$ cat config.mk
export PLATFORM = sky130hd
export DESIGN_NAME = frame_read_sequencer_flat
export DESIGN_NICKNAME = d
export VERILOG_FILES = /design/src/rtl/frame_read_sequencer_if.sv /design/src/rtl/frame_read_sequencer.sv /design/src/flat_wrapper.sv
export SDC_FILE = /design/constraint.sdc
export NUM_CORES = 1
export LEC_CHECK = 0
export CAP_MARGIN = 5
export CORE_MARGIN = 4
export CORE_UTILIZATION = 45
export CTS_BUF_LIST = sky130_fd_sc_hd__clkbuf_4
export DETAILED_ROUTE_END_ITERATION = 7
export GPL_TIMING_DRIVEN = 0
export SLEW_MARGIN = 5
export SYNTH_ARGS = -nofsm -noshare
export SYNTH_HDL_FRONTEND = slang
export SYNTH_SLANG_ARGS = --single-unit
$ cat constraint.sdc
create_clock -name clk -period 7.2 [get_ports clk]
set_input_delay 1.44 -clock clk [delete_from_list [all_inputs] [get_ports clk]]
set_output_delay 1.44 -clock clk [all_outputs]
set_load 0.05 [all_outputs]
$ cat src/rtl/frame_read_sequencer_if.sv
// Bundle of configuration, read-master and output-stream signals of frame_read_sequencer.
// master = sequencer side, slave = surrounding system (config host, read master, sink).
interface frame_read_sequencer_if #(
    parameter int unsigned ADDRESS_WIDTH = 32,
    parameter int unsigned DATA_WIDTH    = 32,
    parameter int unsigned BURST_WIDTH   = 4,
    parameter int unsigned LENGTH_WIDTH  = 24
);
    logic                     cfg_start;
    logic [ADDRESS_WIDTH-1:0] cfg_base;
    logic [LENGTH_WIDTH-1:0]  cfg_words;
    logic                     cfg_busy;
    logic                     cfg_done;
    logic                     overflow;

    logic                     rd_start;
    logic [ADDRESS_WIDTH-1:0] rd_baseaddress;
    logic [BURST_WIDTH-1:0]   rd_burstcount;
    logic                     rd_busy;
    logic                     rd_readdatavalid;
    logic [DATA_WIDTH-1:0]    rd_readdata;

    logic                     out_valid;
    logic [DATA_WIDTH-1:0]    out_data;
    logic                     out_sof;
    logic                     out_eof;
    logic                     out_ready;

    modport master (
        input  cfg_start, cfg_base, cfg_words, rd_busy, rd_readdatavalid, rd_readdata, out_ready,
        output cfg_busy, cfg_done, overflow, rd_start, rd_baseaddress, rd_burstcount,
               out_valid, out_data, out_sof, out_eof
    );

    modport slave (
        output cfg_start, cfg_base, cfg_words, rd_busy, rd_readdatavalid, rd_readdata, out_ready,
        input  cfg_busy, cfg_done, overflow, rd_start, rd_baseaddress, rd_burstcount,
               out_valid, out_data, out_sof, out_eof
    );
endinterface

$ cat src/rtl/frame_read_sequencer.sv
// Splits a frame read into bursts, reserves FIFO space per burst before issuing it, and
// streams the returned words out with start/end-of-frame markers.
module frame_read_sequencer #(
    parameter int unsigned ADDRESS_WIDTH  = 32,
    parameter int unsigned DATA_WIDTH     = 32,
    parameter int unsigned BYTES_PER_WORD = 4,
    parameter int unsigned BURST_WIDTH    = 4,
    parameter int unsigned BURST_LEN      = 8,
    parameter int unsigned LENGTH_WIDTH   = 24,
    parameter int unsigned FIFO_DEPTH     = 32,
    parameter int unsigned FIFO_AW        = 5
) (
    input  logic                  clk,
    input  logic                  reset,
    frame_read_sequencer_if.master bus
);
    localparam int unsigned CntW  = FIFO_AW + 1;
    localparam int unsigned UsedW = CntW + 1;

    typedef enum logic [2:0] {
        StIdle, StCheck, StIssue, StWaitAck, StWaitDone, StFlush
    } state_e;

    state_e                   state_q;
    logic [DATA_WIDTH-1:0]    mem_q [FIFO_DEPTH];
    logic [FIFO_AW-1:0]       wr_ptr_q, rd_ptr_q;
    logic [CntW-1:0]          count_q, outstanding_q;
    logic [ADDRESS_WIDTH-1:0] addr_q, rd_baseaddress_q;
    logic [LENGTH_WIDTH-1:0]  remaining_q, frame_words_q, out_cnt_q;
    logic [BURST_WIDTH-1:0]   rd_burstcount_q;
    logic                     cfg_busy_q, cfg_done_q, overflow_q, rd_start_q, drained_q;

    logic                     out_valid, rd_en, full, has_pending, wr_en, data_dec;
    logic                     out_sof, out_eof, eof_xfer, fits, issue;
    logic [LENGTH_WIDTH-1:0]  len;
    logic [CntW-1:0]          len_c;
    logic [UsedW-1:0]         used;

    always_comb begin
        out_valid   = count_q != '0;
        rd_en       = out_valid & bus.out_ready;
        full        = count_q == CntW'(FIFO_DEPTH);
        has_pending = outstanding_q != '0;
        // A word is only kept if a slot was reserved for it and the FIFO can take it.
        wr_en       = bus.rd_readdatavalid & has_pending & (~full | rd_en);
        data_dec    = bus.rd_readdatavalid & has_pending;
        len         = (remaining_q < LENGTH_WIDTH'(BURST_LEN)) ? remaining_q
                                                               : LENGTH_WIDTH'(BURST_LEN);
        len_c       = CntW'(len);
        used        = UsedW'(count_q) + UsedW'(outstanding_q) + UsedW'(len_c);
        fits        = used <= UsedW'(FIFO_DEPTH);
        issue       = (state_q == StCheck) && (remaining_q != '0) && fits;
        out_sof     = out_valid & cfg_busy_q & (out_cnt_q == '0);
        out_eof     = out_valid & cfg_busy_q &
                      (out_cnt_q == frame_words_q - LENGTH_WIDTH'(1));
        eof_xfer    = rd_en & out_eof;
    end

    always_ff @(posedge clk) begin
        if (wr_en) mem_q[wr_ptr_q] <= bus.rd_readdata;
    end

    always_ff @(posedge clk or posedge reset) begin
        if (reset) begin
            wr_ptr_q      <= '0;
            rd_ptr_q      <= '0;
            count_q       <= '0;
            outstanding_q <= '0;
            overflow_q    <= 1'b0;
        end else begin
            if (wr_en) wr_ptr_q <= wr_ptr_q + FIFO_AW'(1);
            if (rd_en) rd_ptr_q <= rd_ptr_q + FIFO_AW'(1);
            count_q       <= count_q + CntW'(wr_en) - CntW'(rd_en);
            outstanding_q <= outstanding_q + (issue ? len_c : '0) - CntW'(data_dec);
            if (bus.rd_readdatavalid && !wr_en) overflow_q <= 1'b1;
        end
    end

    always_ff @(posedge clk or posedge reset) begin
        if (reset) begin
            state_q          <= StIdle;
            cfg_busy_q       <= 1'b0;
            cfg_done_q       <= 1'b0;
            rd_start_q       <= 1'b0;
            rd_baseaddress_q <= '0;
            rd_burstcount_q  <= '0;
            addr_q           <= '0;
            remaining_q      <= '0;
            frame_words_q    <= '0;
            out_cnt_q        <= '0;
            drained_q        <= 1'b0;
        end else begin
            cfg_done_q <= 1'b0;
            rd_start_q <= 1'b0;
            if (eof_xfer) begin
                cfg_busy_q <= 1'b0;
                cfg_done_q <= 1'b1;
                out_cnt_q  <= '0;
                drained_q  <= 1'b1;
            end else if (rd_en && cfg_busy_q) begin
                out_cnt_q <= out_cnt_q + LENGTH_WIDTH'(1);
            end
            unique case (state_q)
                StIdle: begin
                    if (bus.cfg_start && !cfg_busy_q) begin
                        if (bus.cfg_words == '0) begin
                            cfg_done_q <= 1'b1;
                        end else begin
                            state_q       <= StCheck;
                            cfg_busy_q    <= 1'b1;
                            addr_q        <= bus.cfg_base;
                            remaining_q   <= bus.cfg_words;
                            frame_words_q <= bus.cfg_words;
                            out_cnt_q     <= '0;
                            drained_q     <= 1'b0;
                        end
                    end
                end
                StCheck: begin
                    if (remaining_q == '0) begin
                        state_q <= StFlush;
                    end else if (fits) begin
                        state_q          <= StIssue;
                        rd_start_q       <= 1'b1;
                        rd_baseaddress_q <= addr_q;
                        rd_burstcount_q  <= BURST_WIDTH'(len);
                        addr_q           <= addr_q + ADDRESS_WIDTH'(len_c) *
                                                     ADDRESS_WIDTH'(BYTES_PER_WORD);
                        remaining_q      <= remaining_q - len;
                    end
                end
                StIssue:    state_q <= StWaitAck;
                StWaitAck:  if (bus.rd_busy) state_q <= StWaitDone;
                StWaitDone: if (!bus.rd_busy) state_q <= StCheck;
                StFlush:    if (drained_q || eof_xfer) state_q <= StIdle;
                default:    state_q <= StIdle;
            endcase
        end
    end

    assign bus.cfg_busy       = cfg_busy_q;
    assign bus.cfg_done       = cfg_done_q;
    assign bus.overflow       = overflow_q;
    assign bus.rd_start       = rd_start_q;
    assign bus.rd_baseaddress = rd_baseaddress_q;
    assign bus.rd_burstcount  = rd_burstcount_q;
    assign bus.out_valid      = out_valid;
    assign bus.out_data       = mem_q[rd_ptr_q];
    assign bus.out_sof        = out_sof;
    assign bus.out_eof        = out_eof;
endmodule

$ cat src/flat_wrapper.sv
// flat-port wrapper written by rule: the top's interface ports become plain ports
module frame_read_sequencer_flat 
#(
    parameter int unsigned ADDRESS_WIDTH  = 32,
    parameter int unsigned DATA_WIDTH     = 32,
    parameter int unsigned BYTES_PER_WORD = 4,
    parameter int unsigned BURST_WIDTH    = 4,
    parameter int unsigned BURST_LEN      = 8,
    parameter int unsigned LENGTH_WIDTH   = 24,
    parameter int unsigned FIFO_DEPTH     = 32,
    parameter int unsigned FIFO_AW        = 5
)
  (clk, reset, bus_cfg_start, bus_cfg_base, bus_cfg_words, bus_rd_busy, bus_rd_readdatavalid, bus_rd_readdata, bus_out_ready, bus_cfg_busy, bus_cfg_done, bus_overflow, bus_rd_start, bus_rd_baseaddress, bus_rd_burstcount, bus_out_valid, bus_out_data, bus_out_sof, bus_out_eof);
  frame_read_sequencer_if #(.ADDRESS_WIDTH(ADDRESS_WIDTH), .DATA_WIDTH(DATA_WIDTH), .BURST_WIDTH(BURST_WIDTH), .LENGTH_WIDTH(LENGTH_WIDTH)) bus_i ();
  input  logic clk;
  input  logic reset;
  input wire logic [$bits(bus_i.cfg_start)-1:0] bus_cfg_start;
  input wire logic [$bits(bus_i.cfg_base)-1:0] bus_cfg_base;
  input wire logic [$bits(bus_i.cfg_words)-1:0] bus_cfg_words;
  input wire logic [$bits(bus_i.rd_busy)-1:0] bus_rd_busy;
  input wire logic [$bits(bus_i.rd_readdatavalid)-1:0] bus_rd_readdatavalid;
  input wire logic [$bits(bus_i.rd_readdata)-1:0] bus_rd_readdata;
  input wire logic [$bits(bus_i.out_ready)-1:0] bus_out_ready;
  output wire logic [$bits(bus_i.cfg_busy)-1:0] bus_cfg_busy;
  output wire logic [$bits(bus_i.cfg_done)-1:0] bus_cfg_done;
  output wire logic [$bits(bus_i.overflow)-1:0] bus_overflow;
  output wire logic [$bits(bus_i.rd_start)-1:0] bus_rd_start;
  output wire logic [$bits(bus_i.rd_baseaddress)-1:0] bus_rd_baseaddress;
  output wire logic [$bits(bus_i.rd_burstcount)-1:0] bus_rd_burstcount;
  output wire logic [$bits(bus_i.out_valid)-1:0] bus_out_valid;
  output wire logic [$bits(bus_i.out_data)-1:0] bus_out_data;
  output wire logic [$bits(bus_i.out_sof)-1:0] bus_out_sof;
  output wire logic [$bits(bus_i.out_eof)-1:0] bus_out_eof;
  assign bus_i.cfg_start = bus_cfg_start;
  assign bus_i.cfg_base = bus_cfg_base;
  assign bus_i.cfg_words = bus_cfg_words;
  assign bus_i.rd_busy = bus_rd_busy;
  assign bus_i.rd_readdatavalid = bus_rd_readdatavalid;
  assign bus_i.rd_readdata = bus_rd_readdata;
  assign bus_i.out_ready = bus_out_ready;
  assign bus_cfg_busy = bus_i.cfg_busy;
  assign bus_cfg_done = bus_i.cfg_done;
  assign bus_overflow = bus_i.overflow;
  assign bus_rd_start = bus_i.rd_start;
  assign bus_rd_baseaddress = bus_i.rd_baseaddress;
  assign bus_rd_burstcount = bus_i.rd_burstcount;
  assign bus_out_valid = bus_i.out_valid;
  assign bus_out_data = bus_i.out_data;
  assign bus_out_sof = bus_i.out_sof;
  assign bus_out_eof = bus_i.out_eof;
  frame_read_sequencer #(.ADDRESS_WIDTH(ADDRESS_WIDTH), .DATA_WIDTH(DATA_WIDTH), .BYTES_PER_WORD(BYTES_PER_WORD), .BURST_WIDTH(BURST_WIDTH), .BURST_LEN(BURST_LEN), .LENGTH_WIDTH(LENGTH_WIDTH), .FIFO_DEPTH(FIFO_DEPTH), .FIFO_AW(FIFO_AW)) u_core (.clk(clk), .reset(reset), .bus(bus_i));
endmodule
Word level (Yosys, flattened, before mapping)
Memories as Yosys holds them, arrays and structs flattened. Cells that the tools add are included.

Register bits after elaboration: 170. Memory bits (writable): 1024. Input port bits: 94. Output and inout port bits: 75. Word-level logic and storage cells: 119. Memories kept: 1.

$add $sub $neg: 12. $lt $le $gt $ge: 2. Equal/unequal tests: 15. Mux-type cells: 42. Bitwise gates (word level): 11. Reduce and logical (&&, ||, !) cells: 20.

Memories: u_core.mem_q (words 32, bits a word 32, rd ports 1, clocked after Yosys merged registers in 0, wr ports 1, line frame_read_sequencer.sv:25) `logic [DATA_WIDTH-1:0] mem_q [FIFO_DEPTH];`.

Operators by type and width (count): two-way mux 24 bit (10); two-way mux 32 bit (4); zero test 24 bit (3); case mux 32 bit (2 select lines) (1); case mux 24 bit (2 select lines) (1); adder 32 x 8 -> 32 bit (1); adder 24 x 1 -> 24 bit, second input constant (1); equality test 24 bit (1); < comparator 24 x 4 -> 1 bit, second input constant (1); nonzero test 24 bit (1); subtractor 24 x 1 -> 24 bit, second input constant (1); subtractor 24 bit (1); two-way mux 3 bit (7); case mux 3 bit (6 select lines) (1); two-way mux 1 bit (17); nonzero test 6 bit (2); subtractor 6 x 1 -> 6 bit (2); adder 5 x 1 -> 5 bit, second input constant (2); inequality test 2 bit, second input constant (4); adder 6 x 6 -> 7 bit (1); adder 7 x 6 -> 7 bit (1); AND 1 bit (7); <= comparator 7 x 6 -> 1 bit, second input constant (1); adder 6 x 1 -> 6 bit (1); 18 further kinds (30).

Depth between registers and ports, before layout
Gate-level depths: netlist of run 1.

Word-level depth: 8. Depth in mapped cells: 28. Depth with buffers taken out: 24.

Least setup slack after synthesis of run 1
No wires, ideal clock.

Path kind: reg-to-reg. Start point: register u_core.remaining_q[9]. End point: register u_core.outstanding_q[5]. Setup time: 80 ps. Arrival: 5728 ps. Data required time: 7120 ps. Slack: 1392 ps. Stages on the path, launching flop included: 28. Buffers on the path: 3. Clock period less this slack: 5808 ps. Cells stage by stage: dfrtp_1 -> or4_1 -> nor4_4 -> nand2_1 -> inv_1 -> clkbuf_1 -> nand2_1 -> inv_1 -> fa_1 -> ha_1 -> inv_1 -> fa_1 -> nor2b_1 -> o21ai_0 -> and3_1 -> o21ai_0 -> and3_1 -> clkbuf_1 -> clkbuf_1 -> nand2_1 -> ha_1 -> inv_1 -> ha_1 -> a21o_1 -> a21oi_1 -> o21bai_1 -> a21oi_1 -> xnor2_1.

Cells in the longest elaborated chain, start to end: 8. Elaborated cells on any way between the ends: 10. Those cells by class: add/sub (3); order compare (2); mux (2); reduce/logical (3).

RTL lines: start: declaration (line frame_read_sequencer.sv:29) `logic [LENGTH_WIDTH-1:0] remaining_q, frame_words_q, out_cnt_q;`; start signal: assignment (line frame_read_sequencer.sv:112) `remaining_q <= bus.cfg_words;`; start signal: assignment (line frame_read_sequencer.sv:129) `remaining_q <= remaining_q - len;`; < comparator 24 x 4 -> 1 bit (*) (line frame_read_sequencer.sv:47) `len = (remaining_q < LENGTH_WIDTH'(BURST_LEN)) ? remaining_q`; two-way mux 24 bit (*) (line frame_read_sequencer.sv:47); net u_core.len[3] (line frame_read_sequencer.sv:35) `logic [LENGTH_WIDTH-1:0] len;`; adder 7 x 6 -> 7 bit (line frame_read_sequencer.sv:50) `used = UsedW'(count_q) + UsedW'(outstanding_q) + UsedW'(len_c);`; <= comparator 7 x 6 -> 1 bit (line frame_read_sequencer.sv:51) `fits = used <= UsedW'(FIFO_DEPTH);`; logical AND 1 bit (line frame_read_sequencer.sv:52) `issue = (state_q == StCheck) && (remaining_q != '0) && fits;`; two-way mux 6 bit (*) (line frame_read_sequencer.sv:74) `outstanding_q <= outstanding_q + (issue ? len_c : '0) - CntW'(data_dec);`; adder 6 bit (*) (line frame_read_sequencer.sv:74); subtractor 6 x 1 -> 6 bit (*) (line frame_read_sequencer.sv:74); end signal: assignment (line frame_read_sequencer.sv:74); end: declaration (line frame_read_sequencer.sv:27) `logic [CntW-1:0] count_q, outstanding_q;`.

Mark *: on every way through the listed nets, which the timed path passes. The rest lies on a longest branch. A chain may end at the register's enable or synchronous reset.

Final worst setup path of run 1
Start point: register u_core.rd_ptr_q[0]. End point: output port bus_out_data[19].

Cells in the longest elaborated chain, start to end: 1.

RTL lines: start: declaration (line frame_read_sequencer.sv:26) `logic [FIFO_AW-1:0] wr_ptr_q, rd_ptr_q;`; start signal: assignment (line frame_read_sequencer.sv:72) `if (rd_en) rd_ptr_q <= rd_ptr_q + FIFO_AW'(1);`; memory (32 x 32 bit); end: declaration (line flat_wrapper.sv:31) `output wire logic [$bits(bus_i.out_data)-1:0] bus_out_data;`.

Every way passes these cells.

==> summary.txt, run 1 <==
Required time at the worst-slack endpoint: 5760 ps
Minimum setup slack in the final design: 281.2 ps
Type of the tightest min-delay check: reg2reg
Lkg Pwr: 19.45 nW
Half-perimeter wire length of the detailed placement result: 90,350 um
Switching portion of total power: 36.92%
Share of the clock period used by the worst path after layout: 96.09%
Clock Sinks: 1,194
Cell row count: 121
Leading post-synthesis cells by instance count: 1,024 x edfxtp_1, 320 x mux4_2, 170 x dfrtp_1, 141 x nand2_1, 125 x nor2_1
Max-slew violation count: 0
Final period demand of the worst path: 6919 ps
Net Sw Power: 0.008864 W
CP peak stage delay: 830 ps
Via count of the routed design: 28,369
Count of unique library cells instantiated by Yosys: 84
Crit-path max FO: 10
Global-route total usage across every layer: 23.76%
Largest net degree at the start of global routing: 101
Clock tree skew after final layout: 125.9 ps
Slew HR: 16.03%
Average wire per cell in the routed design: 28.41 um
Clock buffers created by TritonCTS: 332
Number of enable-type register cells in the synthesized netlist: 1,024
Chip Width: 338.7 um
Most used routing layer: met2
Ordered cell list for the critical path: clkbuf_1 -> clkbuf_1 -> clkdlybuf4s15_1 -> mux4_2 -> mux4_2 -> mux2_2 -> clkdlybuf4s50_1
Actual transition at the worst max-transition pin: 1260 ps
Hold Slack: 477.0 ps
Crit start category: flop
Crit Path Category: reg2out
Area after DPL: 0.05360 sq mm
DRC violation count after routing: 0
Syn Inst Count: 2,642
Via count of the first global-routing pass: 29,503
Flops & latches, synth: 1,194
Register share of total power: 35.8%
Power per unit of standard cell area: 416.3 mW/mm^2
Number of hold buffers added after cts: 0
Int Pwr: 0.01514 W
DIE AREA: 0.1147 sq mm
Final setup fails: 0
Synth-to-layout area growth: 17.17%
Largest area contributor in the netlist: edfxtp_1
Crit end category: output pin
Initial antenna violation count: 13
Worst Path Arrival: 5480 ps
DR pass1 iterations: 5
Core Box Area: 0.1087 sq mm
Fraction of synthesis flops using an asynchronous set or reset pin: 14.24%
Count of synthesis-stage warnings from yosys: 0
Slowest library cell on the worst path: clkdlybuf4s15_1
VDD IR-drop max: 275.5 uV
First-pass GRT wire length: 198,900 um
Design Area, Final: 0.05766 sq mm
Violation count after the first detailed-route iteration: 3,135
Most common flop cell mapped by yosys: edfxtp_1
Die Y-Extent: 338.7 um
Buffers plus inverters on the worst setup path: 4
Number of levels the H-tree was split into: 5
Average size of a mapped cell: 18.63 sq um
Post-route total power: 0.02401 W
GR met1 Demand/Resource: 33.72%
Congestion Overflow GR: 0
Number of nets in the layout: 3,327
Max-capacitance violation count: 0
Outcome: finished clean
Initial cell density of the core: 45.28%
Remaining antenna violation count: 0
Met3 Usage GRT: 4.562%
Top Ports: 169
Clock Pin Slew Worst Setup and Hold Paths: 60 ps
Largest delay share family, worst path: buffers and inverters
Fraction of synthesized cell area taken by the top area cell type: 62.48%
Part of the power in combinational logic: 39.9%
Vias/cell: 5.892
Worst slack, placed: -218.3 ps
Fmax: 0.1445 GHz
Total Wirelength: 136,800 um
Share of total power in the clock network: 24.4%
Largest cells by area after synthesis: edfxtp_1 62%, mux4_2 15%, dfrtp_1 8.6%
Count of buffers inserted at the top-level ports: 168
CTS tree: yes
Sequential area share after synthesis: 71.12%
Worst skew pair latency: 1200 ps
Post-synth design cell area: 0.04922 sq mm
Proportion of layout cells with a drive suffix above 1: 30.25%
Gp weighted congestion: 0.8773
Met2 usage: 37.91%
Root buffer cell: clkbuf_4
Final Hold Violating Endpoints: 0
Most instantiated library cell after synthesis: edfxtp_1
Maximum number of buffers from clock root to sink: 4
Core utilization of the finished layout: 53.05%
## cells in the final DEF (no fill, tap or decap), types with 24 or more instances in the layout
| master | n |
|---|---|
| dfrtp_1 | 170 |
| buf_1 | 24 |
| clkdlybuf4s50_1 | 168 |
| nand2_1 | 141 |
| nor2_1 | 93 |
| buf_12 | 32 |
| clkinv_1 | 39 |
| a21oi_1 | 58 |
| edfxtp_1 | 1024 |
| clkbuf_4 | 486 |
| nor3_1 | 44 |
| xnor2_1 | 51 |
| mux2_2 | 65 |
| inv_1 | 63 |
| nand3_1 | 27 |
| ha_1 | 39 |
| mux4_2 | 320 |
| o21ai_0 | 63 |
| nor2_4 | 32 |
| clkbuf_1 | 86 |
## sequential cells by signal, summed over array words and instances, names as in the netlist, 6 cells and up
name	count
u_core.count_q	6
u_core.addr_q	32
u_core.bus.rd_baseaddress	32
u_core.outstanding_q	6
u_core.frame_words_q	24
u_core.mem_q	1024
u_core.remaining_q	24
u_core.out_cnt_q	24
## layer usage
metal,wire [um],part of all wire (%)
met5,13,0.0095
met4,2696,2.0
met3,10070,7.4
met2,66470,49
met1,57540,42
## final cells by class
| class | instances | area [sq um] |
|---|---|---|
| diodes | 6 | 15.01 |
| plain buffers | 140 | 630.6 |
| clock buffers | 486 | 3649 |
| fillers | 8734 | 51040 |
| multi-input cells | 1248 | 13670 |
| repair buffers | 204 | 2372 |
| flip-flops and latches | 1194 | 35000 |
| clock inverters | 59 | 306.5 |
| well taps | 1414 | 1769 |
| inverters | 64 | 247.7 |
## repair_timing
| item | CTS | global route |
|---|---|---|
| pin swaps | 1 | 1 |
| endpoints found under the setup margin | 29 | 5 |
| endpoints found under the hold margin | 0 | 0 |
| buffers inserted | 0 | 3 |
| gates resized for setup | 14 | 8 |
## worst paths after layout
| path | startpoint | endpoint | slack, ps | cells after the start |
|---|---|---|---|---|
| worst max register to register | u_core.remaining_q[10] | u_core.outstanding_q[5] | 430 | 25 |
| max in group asynchronous | reset | u_core.bus.rd_baseaddress[3] | 5440 | 3 |
| worst max-delay path | u_core.rd_ptr_q[0] | bus_out_data[19] | 280 | 7 |
| min in group asynchronous | reset | u_core.rd_ptr_q[0] | 780 | 2 |
| worst min-delay path | u_core.bus.overflow | u_core.bus.overflow | 480 | 1 |
| worst min register to register | u_core.bus.overflow | u_core.bus.overflow | 480 | 1 |
## stage by stage
step           cells  TNS, ps
3_5_place_dp    4261   -222.1
3_3_place_gp    4228  -961250
2_1_floorplan   2646        0
5_1_grt         4812   -81.25
6_report        4815        0
4_1_cts         4806        0
## power groups by stage
stage	Sequential [W]	Clock [W]	Combinational, W
4_1_cts	0.00858	0.00600	0.00963
5_1_grt	0.00865	0.00642	0.0101
2_1_floorplan	0.00891	0	0.00593
3_5_place_dp	0.00873	0	0.00957
6_report	0.00859	0.00585	0.00957
3_3_place_gp	0.00874	0	0.00929
## kinds of logic (layout without fill, tap and decap cells)
group | after synthesis | in the layout | share of synthesized area (%)
buf+inv | 204 | 953 | 1.645
mux | 388 | 388 | 16.19
fa+ha+maj | 49 | 49 | 1.398
flops | 1194 | 1194 | 71.12
other cells | 2 | 12 | 0.01526
simple gates | 471 | 471 | 4.797
compound gates | 262 | 262 | 3.549
xor+xnor | 72 | 72 | 1.281
No activity file was read; power rests on OpenSTA's default activity.
==> run 2, diff against run 1 <==
Settings changed: TNS_END_PERCENT from default to 5.
==> run 2 against run 1 <==
Die area stayed put; power about the same; utilization hardly changed; clock power barely moved; worst hold slack is the same; non-clock buffer count unchanged; via count is 0.12% higher; critical path depth stayed put; clock skew is 1.5 ps lower; largest cell class unchanged; maximum frequency fell by 0.87%.
==> summary.txt, run 2 (synthesis gave the netlist of run 1 again) <==
Number of levels the H-tree was split into: 5 (unchanged)
Top Ports: 169 (unchanged)
Launching point of the worst reg2reg path: u_core.remaining_q[10]
Worst skew pair latency: 1200 ps (about the same)
CTS tree: yes
Chip Width: 338.7 um (unchanged)
Proportion of layout cells with a drive suffix above 1: 30.22% (about the same)
Remaining antenna violation count: 0 (unchanged)
Required time at the worst-slack endpoint: 5760 ps (about the same)
Max-capacitance violation count: 0 (unchanged)
Share of the clock period used by the worst path after layout: 96.94% (+0.84 points)
Most common library cell in the layout ignoring fill and taps: edfxtp_1
Synth-to-layout area growth: 17.14% (about the same)
Max-slew violation count: 0 (unchanged)
Type of the tightest min-delay check: reg2reg
DRC violation count after routing: 0 (unchanged)
Cell Count Post-Placement: 4,261 (unchanged)
Outcome: finished clean
Half-perimeter wire length of the detailed placement result: 90,350 um (unchanged)
Slew HR: 16.36% (+0.33 points)
Clock Sinks: 1,194 (unchanged)
DR pass1 iterations: 5 (unchanged)
Power per unit of standard cell area: 416.5 mW/mm^2 (about the same)
Source of the critical timing path: u_core.rd_ptr_q[0]
Lkg Pwr: 19.45 nW (about the same)
Crit end category: output pin
Finished Layout Cells: 4,815 (unchanged)
Reg-to-reg setup timing slack: 430 ps (about the same)
Largest net degree at the start of global routing: 101 (unchanged)
Fmax: 0.1433 GHz (-0.87%)
Crit start category: flop
Violation count after the first detailed-route iteration: 3,116 (-0.61%)
Average wire per cell in the routed design: 28.44 um (about the same)
Actual transition at the worst max-transition pin: 1255 ps (-4.942 ps)
R2R depth: 25 (unchanged)
Endpoint with the worst hold slack: u_core.bus.overflow
Congestion Overflow GR: 0 (unchanged)
Via count of the routed design: 28,402 (+0.12%)
Crit-path max FO: 10 (unchanged)
DIE AREA: 0.1147 sq mm (unchanged)
Clock Pin Slew Worst Setup and Hold Paths: 60 ps (about the same)
Via count of the first global-routing pass: 29,503 (unchanged)
Root buffer cell: clkbuf_4
Maximum number of buffers from clock root to sink: 4 (unchanged)
Fill count: 8,732 (-0.023%)
First-pass GRT wire length: 198,900 um (unchanged)
Largest Register: u_core.mem_q
Count of buffers inserted at the top-level ports: 168 (unchanged)
Post-route total power: 0.02401 W (about the same)
Die Y-Extent: 338.7 um (unchanged)
Initial antenna violation count: 13 (unchanged)
Gp weighted congestion: 0.8773 (unchanged)
VDD IR-drop max: 275.7 uV (about the same)
Clock buffers created by TritonCTS: 332 (unchanged)
Vias/cell: 5.899 (+0.12%)
Worst hold path startpoint: u_core.bus.overflow
Final setup fails: 0 (unchanged)
Initial cell density of the core: 45.28% (unchanged)
Cell row count: 121 (unchanged)
RSZ-0062 raised after global routing: yes
Max FFs per register: 1,024 (unchanged)
Reg-to-reg critical path endpoint: u_core.outstanding_q[5]
Crit Path Category: reg2out
Worst Path Arrival: 5540 ps (+60 ps)
Number of cells on the worst hold path: 1 (unchanged)
Most used cells in the layout excluding fill and tap cells: 1,024 x edfxtp_1, 486 x clkbuf_4, 320 x mux4_2
Number of hold buffers added after cts: 0 (unchanged)
Final Hold Violating Endpoints: 0 (unchanged)
Core Box Area: 0.1087 sq mm (unchanged)
Final period demand of the worst path: 6980 ps (+60.80 ps)
Total Wirelength: 136,900 um (about the same)
Number of nets in the layout: 3,327 (unchanged)
Clock tree skew after final layout: 124.4 ps (-1.484 ps)
Global-route total usage across every layer: 23.76% (unchanged)
-- run 2: worst max-delay path by stage --
| stage | to | slack [ps] | depth (start not counted) |
|---|---|---|---|
| global placement | u_core.bus.overflow | -1590 | 2 |
| global route | bus_out_data[1] | -50 | 7 |
| CTS | bus_out_data[6] | -30 | 7 |
| finish | bus_out_data[1] | 220 | 7 |
| detailed placement | u_core.outstanding_q[5] | -220 | 27 |
| floorplan | u_core.addr_q[0] | 1160 | 1 |
-- run 2: cell type report --
class | count | area [sq um] | share of cell area, %
tap | 1414 | 1769 | 3.069
antenna | 6 | 15.01 | 0.02604
buffer | 140 | 616.8 | 1.070
clock inverter | 59 | 306.5 | 0.5317
multi-input combinational | 1248 | 13670 | 23.71
inverter | 64 | 247.7 | 0.4297
timing repair buffer | 204 | 2372 | 4.115
sequential | 1194 | 35000 | 60.72
clock buffer | 486 | 3649 | 6.329
-- run 2: layer usage --
layer / part of all wire, % / vias up / GRT usage (%)
met1: 42 / 14919 / 33.72
met3: 7.1 / 209 / 4.562
li1: - / 11978 / -
met5: 0.0095 / - / 0
met2: 49 / 1294 / 37.91
met4: 1.9 / 2 / 6.901
-- run 2: what timing repair did --
item                                    CTS  global route
pin swaps                                 1             1
buffers inserted                          0             3
gates cloned                              0             0
endpoints found under the setup margin   29            23
resized for setup                        11            10
-- run 2: critical path, stage by stage (launching register included) --
cell and delay (ps):
dfrtp_1 370, clkbuf_1 210, clkbuf_1 690, clkdlybuf4s15_1 820, mux4_2 600, mux4_2 520, mux2_2 380, clkdlybuf4s50_1 750
-- run 2: report_power, final --
part           switching, W  internal, W  leakage (nW)
Combinational       0.00578      0.00379          5.78
Sequential         0.000372      0.00822          11.3
Clock               0.00272      0.00313          2.37
-- run 2: metrics by stage --
step	hold WS (ps)	setup slack, ps	setup TNS (ps)	utilization [%]	instance area, sq um
floorplan	440.1	1157	0	-	49230
global placement	457.4	-1592	-961250	48.46	52680
detailed placement	466.6	-218.3	-222.1	49.31	53600
CTS	487.1	-26.83	-121.7	52.99	57600
global route	506.9	-54.44	-216.4	53.03	57640
finish	477.0	220.4	0	53.04	57650
